`src/rtl/mul_wb_arbiter.sv`:
```
// Writeback arbiter: merges main-pipe (ALU) results with buffered multiplier results
// into a single registered register-file writeback port, one instruction per cycle.

package mul_wb_pkg;
    typedef struct packed {
        logic        valid;
        logic        reg_data_ready;
        logic [4:0]  dst_reg;
        logic [31:0] dst_reg_data;
    } inst_decoded_t;
endpackage

module mul_wb_arbiter
    import mul_wb_pkg::*;
#(
    parameter int DEPTH = 2,
    parameter int CNT_W = 32
) (
    input  logic             clk,
    input  logic             rst,
    input  inst_decoded_t    inst_mul_in,
    output logic             stall_mul_out,
    input  inst_decoded_t    inst_alu_in,
    output logic             stall_alu_out,
    output inst_decoded_t    inst_wb_out,
    output logic [CNT_W-1:0] conflict_cnt
);

    localparam int PTR_W = (DEPTH > 1) ? $clog2(DEPTH) : 1;
    localparam int CW    = $clog2(DEPTH + 1);

    inst_decoded_t    fifo_q [DEPTH];
    logic [PTR_W-1:0] wr_ptr;
    logic [PTR_W-1:0] rd_ptr;
    logic [CW-1:0]    count;

    logic          full;
    logic          mul_acc;
    logic          alu_acc;
    logic          deq;
    inst_decoded_t wb_sel;

    function automatic logic [PTR_W-1:0] ptr_inc(input logic [PTR_W-1:0] p);
        return (p == PTR_W'(DEPTH - 1)) ? '0 : p + PTR_W'(1);
    endfunction

    assign full = (count == CW'(DEPTH));

    // Stalls depend on occupancy only; gated by reset so they read 0 while held in reset.
    assign stall_mul_out = full & rst;
    assign stall_alu_out = full & rst;

    always_comb begin
        mul_acc = inst_mul_in.valid & inst_mul_in.reg_data_ready & ~full;
        alu_acc = inst_alu_in.valid & ~full;
        // A full FIFO drains regardless of ALU traffic so multiplier results cannot starve.
        deq     = (count != '0) & (full | ~alu_acc);
        wb_sel  = alu_acc ? inst_alu_in : fifo_q[rd_ptr];
        wb_sel.valid          = 1'b1;
        wb_sel.reg_data_ready = 1'b1;
    end

    always_ff @(posedge clk) begin
        if (mul_acc && rst) begin
            fifo_q[wr_ptr] <= inst_mul_in;
        end
    end

    always_ff @(posedge clk) begin
        if (!rst) begin
            count        <= '0;
            wr_ptr       <= '0;
            rd_ptr       <= '0;
            conflict_cnt <= '0;
            inst_wb_out  <= '0;
        end else begin
            if (mul_acc) begin
                wr_ptr <= ptr_inc(wr_ptr);
            end
            if (deq) begin
                rd_ptr <= ptr_inc(rd_ptr);
            end
            case ({mul_acc, deq})
                2'b10:   count <= count + CW'(1);
                2'b01:   count <= count - CW'(1);
                default: count <= count;
            endcase
            if (alu_acc || deq) begin
                inst_wb_out <= wb_sel;
            end else begin
                inst_wb_out.valid <= 1'b0;
            end
            if (inst_alu_in.valid && stall_alu_out) begin
                conflict_cnt <= conflict_cnt + CNT_W'(1);
            end
        end
    end

endmodule
```
`config.mk`:
```
export PLATFORM = sky130hd
export DESIGN_NAME = mul_wb_arbiter
export DESIGN_NICKNAME = d
export VERILOG_FILES = /design/src/rtl/mul_wb_arbiter.sv
export SDC_FILE = /design/constraint.sdc
export NUM_CORES = 1
export LEC_CHECK = 0
export BUFFER_PORTS_ARGS = -buffer_cell sky130_fd_sc_hd__buf_2
export CAP_MARGIN = 25
export CORE_ASPECT_RATIO = 1.25
export CORE_MARGIN = 2
export CORE_UTILIZATION = 48
export CTS_CLUSTER_DIAMETER = 200
export DETAILED_ROUTE_END_ITERATION = 8
export PLACE_DENSITY = 0.73
export SLEW_MARGIN = 20
export SYNTH_ARGS = -nofsm -noshare
export SYNTH_HDL_FRONTEND = slang
export SYNTH_SLANG_ARGS = --single-unit
```
`constraint.sdc`:
```
create_clock -name clk -period 4.7 [get_ports clk]
set_clock_uncertainty 0.05 [all_clocks]
set_input_delay 0.235 -clock clk [delete_from_list [all_inputs] [get_ports clk]]
set_output_delay 0.235 -clock clk [all_outputs]
set_load 0.005 [all_outputs]
```
==> metrics.md <==
| Metric | Value |
|---|---|
| Inserted Diodes | 0 |
| Fillers | 1031 |
| Sequential share of the synthesized area | 59.5% |
| Vias | 5180 |
| DP Cell Count | approximately 870 |
| Yosys cell types | 38 |
| Die area | between 0.01 and 0.015 mm² |
| Final Hold Viols | 0 |
| Max Freq | 459 MHz |
| Critical path cell sequence | or2b_2, and3_1, and3_2 |
| Clock latency on the worst-skew pair | 0.41 ns |
| Status | completed |
| First-pass DRT Iterations | 5 |
| Total Routing Usage GR | 21.7% |
| Crit path launch type | flip-flop |
| CP Buf/Inv Count | 0 |
| Largest net degree at the start of global routing | 75 |
| Fin. max-slew vios | 0 |
| Area of the multi-input gates | 0.00237 mm² |
| CP arrival | approximately 2.2 ns |
| Finish-stage setup viols | 0 |
| Worst EP required | 4.68 ns |
| DRC viols | 0 |
| Post-Syn Nets | 673 |
| Register area | 0.00374 mm² |
| Post-synth EDFFs | 74 |
| Post-cts sizing count | 0 |
| Die Width | 106 µm |
| Area Growth Syn to Fin | 28.0% |
| Row count | 46 |
| Final min period | 2.18 ns |
| Synth top area share | 35.3% |
| RSZ-0062 raised after global routing | no |
| Worst Tran Pin Value | 0.929 ns |
| Cell with the largest stage delay on the worst path | and3_2 |
| Max Root-Sink Buffers | 2 |
| Initial antenna violation count | 0 |
| #FFs+latches synth | 150 |
| Routed Antenna Nets | 0 |
| Post-Route WL | around 15000 µm |
| Max-Cap Viols | 0 |
| Synth Cell Area | 0.00629 mm² |
| Post-synthesis area per instance | between 10 and 15 µm² |
| Pwr/cell area | ~440 mW/mm² |
| Max_slew headroom | 38.1% |
| Most used DFF post-synth | dfxtp_1 |
| Fin cells | 942 |
| Fin crit share | 46.3% |
| First-pass GRT wire length | between 20000 and 25000 µm |
| Asr flop ratio synth | 0% |
| Post-Syn Instances | 591 |
| Initial Util | 49.5% |
| Port bufs | 151 |
| CORE AREA | 0.0127 mm² |
| Worst Setup End Kind | flip-flop |
| Critical Path Max Stage Delay | just over 0.8 ns |
| Root buf cell | clkbuf_16 |
| Nets@finish | 843 |
| Final HPWL DP | 9730 µm |
| Fraction of layout cells with a size suffix above 1 | between 20% and 30% |
| Leading area contributor after synthesis | edfxtp_1 |
| Worst vdd ir | 403 µV |
| Synth top area cells | edfxtp_1 (35%), dfxtp_1 (24%), a21oi_1 (7.2%), mux2i_1 (6.7%), and3_1 (4.4%) |
| CTS tree | yes |
| Pleak | 3.20 nW |
| RD Place Congestion | 0.852 |
| Crit Path Class | flip-flop to flip-flop |
| Post-route setup TNS | 0 ns |
| HP Class | input port to flip-flop |
| Global route overflow | 0 |
| Ys Warns | 0 |
| Total I/O pin count | 153 |
| WL per Instance | about 16 µm |
| Mean number of vias per cell | 5.50 |
| # clock sinks | 150 |
| Max Fanout on Critical Path | 37 |
| Register clock-pin slew on the reported worst setup and hold paths | 0.06 ns |
| H-tree depth | 4 |
| CP delay by family, top | simple AND/OR/NAND/NOR gates |
| Initial DRC count | 332 |
| Vias in the first global route | 5145 |
| CTS Buf Count | 17 |
| Die height | approximately 130 µm |
-- routing by layer --
layer,vias up,GRT usage [%],routed length [µm]
met2,181,38.8,7860
met3,21,5.24,976
met4,0,7.14,224
li1,2512,-,-
met1,2466,25.3,6180
met5,-,0,0
-- kinds of logic after synthesis --
family                     count (synthesis)  share of synthesized area [%]
and+or+nand+nor                          187                           16.1
AOI/OAI and AO/OA                        150                           12.6
DFF                                      150                           59.5
buffers and inverters                     48                           3.04
muxes                                     42                           6.68
xor gates and xnor gates                  12                           1.67
adders and majority gates                  2                          0.398
-- synthesized netlist by cell type (all sizes together), types with 4 or more instances --
master,count
a21oi,91
dfxtp,76
edfxtp,74
nand2,60
and3,44
o21ai,44
mux2i,42
clkbuf,34
nor2,17
buf,10
nand4,10
nand3,9
or3,9
o31ai,8
or4,8
xnor2,8
nand2b,7
and4,5
nor4,5
inv,4
nor3,4
xor2,4
-- layout make-up --
| cell class | count | area share, % |
|---|---|---|
| tap | 168 | 2.61 |
| inverter | 4 | 0.186 |
| sequential | 150 | 46.5 |
| timing repair buffer | 195 | 14.9 |
| multi-input combinational | 393 | 29.4 |
| clock inverter | 12 | 1.01 |
| clock buffer | 20 | 5.42 |
-- cell usage in the layout (no fill, tap or decap), types with 3 or more instances in the layout --
cell	instances
buf_2	151
a21oi_1	91
dfxtp_1	75
edfxtp_1	74
nand2_1	60
and3_1	43
mux2i_1	42
o21ai_0	42
dlygate4sd3_1	37
nor2_1	17
clkbuf_16	17
nand4_1	10
nand3_1	9
or3_1	9
xnor2_1	8
o31ai_1	8
or4_1	8
nand2b_1	7
and4_1	5
nor4_1	5
buf_4	5
xor2_1	4
clkinv_2	4
inv_1	3
and2_1	3
o41ai_1	3
clkbuf_1	3
clkinvlp_4	3
-- report_power, final --
part | leakage, nW | switching [mW] | internal, mW | total, mW
Combinational | 1.66 | 0.445 | 0.341 | 0.786
Clock | 0.248 | 0.515 | 0.673 | 1.19
Sequential | 1.29 | 0.0973 | 1.51 | 1.61
Total | 3.20 | 1.06 | 2.52 | 3.58
-- final timing paths --
check,from,to,slack [ns],cells past startpoint
worst max-delay path,count[0],fifo_q[1][6],2.52,3
worst min-delay path,inst_alu_in[14],inst_wb_out[14],0.22,4
worst max register to register,count[0],fifo_q[1][6],2.52,3
worst min register to register,inst_wb_out[14],inst_wb_out[14],0.40,2
-- sequential cells by signal, summed over array words and instances (netlist names), named ones only --
signal        flops
count             2
inst_wb_out      39
fifo_q           74
wr_ptr            1
rd_ptr            1
conflict_cnt     32
-- worst min-delay path, stage by stage --
cell and delay [ns]:
buf_2 0.08, and3_1 0.13, o21ai_0 0.08, a21oi_1 0.13
-- repair_timing --
item	CTS	global route
endpoints found under the setup margin	0	0
endpoints found under the hold margin	74	0
buffers inserted	0	0
hold buffers	37	0
-- metrics by stage --
step,hold slack (ns),utilization (%),setup WS [ns],power (mW),instance area [µm²]
floorplan,0.284,-,0.256,2.11,6290
global placement,0.373,56.1,2.40,2.34,7130
detailed placement,0.376,56.4,2.31,2.39,7170
CTS,0.205,63.3,2.47,3.60,8060
global route,0.227,63.3,2.34,3.75,8060
finish,0.225,63.3,2.52,3.58,8060
Note: power is estimated with default switching activity, not from simulation.
